[config.mk]
export PLATFORM = sky130hd
export DESIGN_NAME = seq_match_counter
export DESIGN_NICKNAME = d
export VERILOG_FILES = /design/src/rtl/seq_match_counter.sv
export SDC_FILE = /design/constraint.sdc
export NUM_CORES = 1
export LEC_CHECK = 0
export ABC_AREA = 1
export BUFFER_PORTS_ARGS = -buffer_cell sky130_fd_sc_hd__buf_2
export CORE_UTILIZATION = 25
export DETAILED_ROUTE_END_ITERATION = 16
export PLACE_DENSITY = 0.41
export SLEW_MARGIN = 15
export SYNTH_ARGS = -nofsm -noshare
export SYNTH_HDL_FRONTEND = slang
export SYNTH_SLANG_ARGS = --single-unit
[constraint.sdc]
create_clock -name clk -period 3.2 [get_ports clk]
set_input_delay 0.64 -clock clk [delete_from_list [all_inputs] [get_ports clk]]
set_output_delay 0.64 -clock clk [all_outputs]
set_load 0.03 [all_outputs]
[src/rtl/seq_match_counter.sv]
// seq_match_counter: windowed count of detector match pulses with valid/ready report and threshold alarm
// clk/rst: rising-edge clock, asynchronous active-low reset
// en: start/continue windows (low aborts a window), det: one-cycle match flag
// window_len: cycles per window (0 = 2^WIN_W), threshold: alarm level (0 = off)
// rpt_valid/rpt_ready/rpt_count/rpt_overflow: per-window report handshake
// alarm: in-window count reached threshold, busy: counting or reporting
module seq_match_counter #(
  parameter int CNT_W = 8,
  parameter int WIN_W = 16
) (
  input  logic             clk,
  input  logic             rst,
  input  logic             en,
  input  logic             det,
  input  logic [WIN_W-1:0] window_len,
  input  logic [CNT_W-1:0] threshold,
  output logic             rpt_valid,
  input  logic             rpt_ready,
  output logic [CNT_W-1:0] rpt_count,
  output logic             rpt_overflow,
  output logic             alarm,
  output logic             busy
);
  typedef enum logic [1:0] {IDLE, COUNT, REPORT} state_t;
  state_t state, state_n;
  logic [WIN_W-1:0] win_q, wcnt;
  logic [CNT_W-1:0] thr_q, mcnt, mcnt_n;
  logic ovf, ovf_n, start, last, hit;
  // window_len 0 wraps to all-ones here, giving a 2^WIN_W cycle window
  assign last   = wcnt == win_q - WIN_W'(1);
  assign mcnt_n = (det && !(&mcnt)) ? mcnt + CNT_W'(1) : mcnt;
  assign ovf_n  = ovf | (det & (&mcnt));
  assign hit    = thr_q != '0 && mcnt_n >= thr_q;
  always_comb begin
    state_n = state;
    start   = 1'b0;
    case (state)
      IDLE: begin
        state_n = en ? COUNT : IDLE;
        start   = en;
      end
      COUNT: state_n = !en ? IDLE : last ? REPORT : COUNT;
      REPORT: begin
        state_n = rpt_ready ? (en ? COUNT : IDLE) : REPORT;
        start   = rpt_ready & en;
      end
      default: state_n = IDLE;
    endcase
  end
  always_ff @(posedge clk or negedge rst)
    if (!rst) state <= IDLE;
    else state <= state_n;
  // report flags are registered from the next state so every output comes from a flop
  always_ff @(posedge clk or negedge rst) begin
    if (!rst) begin
      {win_q, wcnt, thr_q, mcnt, ovf, alarm} <= '0;
      {rpt_valid, rpt_count, rpt_overflow, busy} <= '0;
    end else begin
      rpt_valid <= state_n == REPORT;
      busy      <= state_n != IDLE;
      if (start) begin
        win_q <= window_len;
        thr_q <= threshold;
        {wcnt, mcnt, ovf, alarm} <= '0;
      end else if (state == COUNT) begin
        if (!en) begin
          {wcnt, mcnt, ovf, alarm} <= '0;
        end else begin
          mcnt  <= mcnt_n;
          ovf   <= ovf_n;
          wcnt  <= wcnt + WIN_W'(1);
          alarm <= alarm | hit;
          if (last) begin
            rpt_count    <= mcnt_n;
            rpt_overflow <= ovf_n;
          end
        end
      end
    end
  end
endmodule

**Yosys cells after proc, flatten, opt, wreduce, memory -nomap -nowiden**

Index checks and enable logic that the tools add are counted.

- Order comparisons: 1
- Divide/modulo/power cells: 0
- Add/subtract/negate cells: 3
- Reduce and logical (&&, ||, !) cells: 9
- Shifts and indexed selects: 0
- Bitwise logic cells: 5
- Equal/unequal tests: 4
- Muxes and demuxes: 19
- Multipliers: 0

Operators with widths:

| kind | number |
|---|---|
| 2-to-1 mux 16 bit | 3 |
| 2-to-1 mux 8 bit | 4 |
| adder 16 x 1 -> 16 bit (second input constant) | 1 |
| equality test 16 bit | 1 |
| subtractor 16 x 1 -> 16 bit (second input constant) | 1 |
| adder 8 x 1 -> 8 bit (second input constant) | 1 |
| >= comparator 8 bit | 1 |
| AND reduction 8 bit | 1 |
| nonzero test 8 bit | 1 |
| 2-to-1 mux 1 bit | 7 |
| 2-to-1 mux 2 bit | 3 |
| case mux 2 bit (3 select lines) | 1 |
| equality test 2 bit (second input constant) | 2 |
| AND reduction 4 bit | 1 |
| nonzero test 2 bit | 2 |
| AND 1 bit | 2 |
| equality test 2 x 1 -> 1 bit (second input constant) | 1 |
| logical AND 1 bit | 2 |
| zero test 2 bit | 1 |
| OR 1 bit | 2 |
| case mux 1 bit (2 select lines) | 1 |
| zero test 1 bit | 1 |
| NOT 1 bit | 1 |

- Bits in registers: 63
- Output and inout port bits: 12
- Word-level logic and storage cells: 52
- Memory bits (read-only): 0
- Memories kept: 0
- Bits in writable memories: 0
- Bits in latches: 0

**Longest topological paths before layout**

- Depth after elaboration: 10
- Gate-level depth with buffers: 15

**Worst setup path before layout**

Ideal clock, no wire load.

- Kind: reg-to-reg
- From: register mcnt[0]
- To: register alarm
- Path slack: 0.859 ns
- Required time: 3.070 ns
- Stages on the path, launching flop included: 16
- Path buffers: 0
- Arrival time: 2.211 ns
- Cells stage by stage: dfrtp_1 ha_1 inv_1 nor3_1 nand3_1 nand2_1 inv_1 nand3_1 xor2_1 ha_1 a21oi_1 o21ai_0 nand2_1 o2111ai_1 a21oi_1 nor2_1

- Cells in the longest elaborated chain, start to end: 10
- Elaborated cells between the ends (all ways): 11

RTL lines:

| what | line | RTL |
|---|---|---|
| from (decl) | 27 | `logic [CNT_W-1:0] thr_q, mcnt, mcnt_n;` |
| from (signal assigned) | 69 | `mcnt <= mcnt_n;` |
| parallel branches: the longest is 3 deep, another holds adder 8 x 1 -> 8 bit | n/a |  |
| 2-to-1 mux 8 bit (*) | 31 | `assign mcnt_n = (det && !(&mcnt)) ? mcnt + CNT_W'(1) : mcnt;` |
| via mcnt_n[3] | 27 |  |
| >= comparator 8 bit (*) | 33 | `assign hit = thr_q != '0 && mcnt_n >= thr_q;` |
| logical AND 1 bit (*) | 33 |  |
| OR 1 bit (*) | 72 | `alarm <= alarm \| hit;` |
| 2-to-1 mux 1 bit (*) | 66 | `if (!en) begin` |
| 2-to-1 mux 1 bit (*) | 65 | `end else if (state == COUNT) begin` |
| 2-to-1 mux 1 bit (*) | 61 | `if (start) begin` |
| to (signal assigned) | 72 |  |
| to (decl) | 21 | `output logic alarm,` |

Mark *: on every way through the listed nets, which the timed path passes. The select of a mux whose other input is x is not followed.
A chain may end at the register's enable or synchronous reset.

**Final worst setup path**

Ends and elaborated chain as after synthesis.

==> results_dict.tcl <==
set metrics [dict create \
    status "finished, final reports clean" \
    ir_drop_mv 0.255 \
    crit_family "simple AND/OR/NAND/NOR gates" \
    io_pins 41 \
    fmax_ghz 0.371 \
    final_core_util_pct 31.0 \
    top_layer_used "met4" \
    die-height_um 128 \
    synth_seq_cells 63 \
    netlist_top_cells_area "dfrtp_1 (40%), nand2_1 (15%), inv_1 (7.0%), o21ai_0 (4.4%), nand3_1 (4.1%)" \
    min_path_type "in -> async" \
    first_global_vias 3480 \
    start_kind "flop" \
    cts_buffers 9 \
    p_int_uw 1850 \
    wirelength_um 10300 \
    antenna_left 0 \
    drive_gt1_share_pct 16.9 \
    cp.arrival_ns 2.90 \
    htree_levels 3 \
    routedWlPerCell_um 13.0 \
    syn_area_um2 3940 \
    clk_latency_ns 0.34 \
    ff_latch_area_um2 1580 \
    grt_max_degree 43 \
    syn_inst 533 \
    drtIter0Drc 129 \
    combPwrFrac_pct 24.6 \
    ctsHoldBuffers 0 \
    p_leak_uw 0.00240 \
    syn_avg_cell_area_um2 7.40 \
    post_cts_buffers 0 \
    path_cells "ha_1 > inv_1 > nor3_1 > nand3_1 > nand2_1 > inv_1 > nand3_1 > xor2_1 > ha_1 > a21oi_1 > o21ai_0 > nand2_1 > o2111ai_1 > a21oi_1 > nor2_1" \
    cts_tree "yes" \
    antenna_cells 0 \
    cp.buffers_inverters 2 \
    nFillCells 1709 \
    final.period_utilization_pct 84.2 \
    cellPowerDensity_nw_per_um2 581 \
    synth_edf_count 0 \
    dr_wl_met2_um 5130 \
    fin_crit_ns 2.69 \
    p_seq_share_pct 35.0 \
    hpwl_um 8030 \
    slew-limit-headroom_pct 54.2 \
    ys_types 36 \
    drv_slew 0 \
    grt_use_total_pct 14.2 \
    p_sw_uw 912 \
    met1_length_um 4710 \
    cp.required_ns 3.40 \
    yosysWarningCount 0 \
    vias_per_cell 4.34 \
    yosys.area.top_type "dfrtp_1" \
    crit_type "reg -> reg" \
    cts-resized-gates 0 \
    critPathCaptureType "flop" \
    dieWidth_um 128 \
    synth_ff_type "dfrtp_1" \
    dr.pass1.iters 4 \
    final_cell_mix "nand2_1 (156), inv_1 (74), dfrtp_1 (63), nor2_1 (41), buf_2 (40)" \
    multiInputGateArea_um2 2040 \
    overflow 0 \
    rsz0062_at_grt "false" \
    fin_setup_tns_ns 0 \
    maxCapViolCount 0 \
    yosysTopAreaCellShare_pct 40.0 \
    cp_slowest_stage_delay_ns 0.41 \
    crit_path_top_delay_cell "dfrtp_1" \
    gp_congestion 0.837 \
    fin_worst_skew_ns 0.0109 \
    worstPathMaxFanout 6 \
    grt_pass1_wl_um 17600 \
    hold_viol 0 \
    met3_wirelength_um 391 \
    remaining_drc_errors 0 \
    start_util_pct 25.7 \
    rows 45 \
    antenna_found_initial 0 \
    clockBufferDepth 2 \
    finalPower_uw 2760 \
    io_buffer_count 40 \
    core_um2 15300 \
    seq_area_frac_synth_pct 40.0 \
    final_common_cell "nand2_1" \
    vias 3457 \
    cts_sinks 63 \
    pwr-share-clk_pct 40.4 \
    setup_viol 0 \
    nNetsFinal 620 \
    syn_nets 573 \
    clk_pin_slew_ns 0.06 \
    synthArstFlopShare_pct 100 \
    fp.dieArea_um2 16300 \
    syn_to_final_growth_pct 20.4 \
    cts-root-buf "clkbuf_16" \
    worst_slew_pin_slew_ns 0.687 \
    switching_share_pct 33.0 \
]
## flip-flops by register name (all words and copies together) (netlist names)
signal and cells:
rpt_overflow 1, state 2, ovf 1, rpt_count 8
wcnt 16, alarm 1, busy 1, thr_q 8
win_q 16, rpt_valid 1, mcnt 8
## path summary, 6_finish.rpt
| kind | startpoint | slack, ns | endpoint | cells after the start |
|---|---|---|---|---|
| setup / recovery | mcnt[0]$_DFFE_PN0P_ | 0.51 | alarm$_DFFE_PN0P_ | 15 |
| hold / removal | rst | 0.35 | rpt_count[1]$_DFFE_PN0P_ | 1 |
| hold reg to reg | rpt_overflow$_DFFE_PN0P_ | 0.47 | rpt_overflow$_DFFE_PN0P_ | 2 |
| max in group asynchronous | rst | 2.12 | win_q[7]$_DFFE_PN0P_ | 2 |
| min in group clk | rpt_overflow$_DFFE_PN0P_ | 0.47 | rpt_overflow$_DFFE_PN0P_ | 2 |
| setup reg to reg | mcnt[0]$_DFFE_PN0P_ | 0.51 | alarm$_DFFE_PN0P_ | 15 |
## synth_stat cells (3+ instances only)
cell,n
a21oi_1,20
dfrtp_1,63
nand2_2,10
o21ai_0,35
ha_1,11
nand3_1,32
nand3b_1,5
nand2_1,156
a22o_1,3
xnor2_1,5
nor2_2,8
inv_2,5
nor2_4,5
o22ai_1,4
nor3_1,5
nand3_2,3
buf_2,3
xor2_1,14
inv_1,74
nand4_1,7
nor2_1,41
clkbuf_1,5
## power by group through the flow
| stage | clock (uW) | sequential [uW] | combinational (uW) |
|---|---|---|---|
| floorplan | 0 | 966 | 505 |
| finish | 1110 | 967 | 678 |
| global route | 1190 | 982 | 786 |
| detailed placement | 0 | 979 | 689 |
| CTS | 1150 | 966 | 692 |
| global placement | 0 | 980 | 680 |
## layout make-up
cell class                      count  area share [%]
Timing Repair Buffer               44            4.85
Clock inverter                      4            1.61
Sequential cell                    63            33.2
Inverter                           79            6.25
Clock buffer                       12            5.62
Tap cell                          211            5.56
Multi-Input combinational cell    383            42.9
## kinds of logic (layout without fill, tap and decap cells)
kind of cell / Yosys count / in the layout / share of synthesized area (%)
simple gates: 282 / 282 / 33.9
fa+ha+maj: 11 / 11 / 3.49
flops: 63 / 63 / 40.0
xor+xnor: 19 / 19 / 4.22
compound gates: 71 / 71 / 10.0
buf+inv: 87 / 139 / 8.38
## per-stage QoR
step | instance area, um2 | setup WS, ns | cells | hold slack (ns)
after global routing | 4750 | 0.158 | 796 | 0.410
final | 4750 | 0.505 | 796 | 0.351
after global placement | 4400 | 0.635 | 780 | 0.453
after floorplan | 3940 | 0.859 | 533 | 0.344
after CTS | 4750 | 0.502 | 796 | 0.378
after detailed placement | 4400 | 0.522 | 780 | 0.457
## layer usage
layer / vias up / GRT usage (%)
met1: 1600 / 17.0
met4: 0 / 3.46
met2: 50 / 25.5
met5: - / 0
met3: 9 / 3.56
li1: 1798 / -
(Power assumes the default switching activity.)
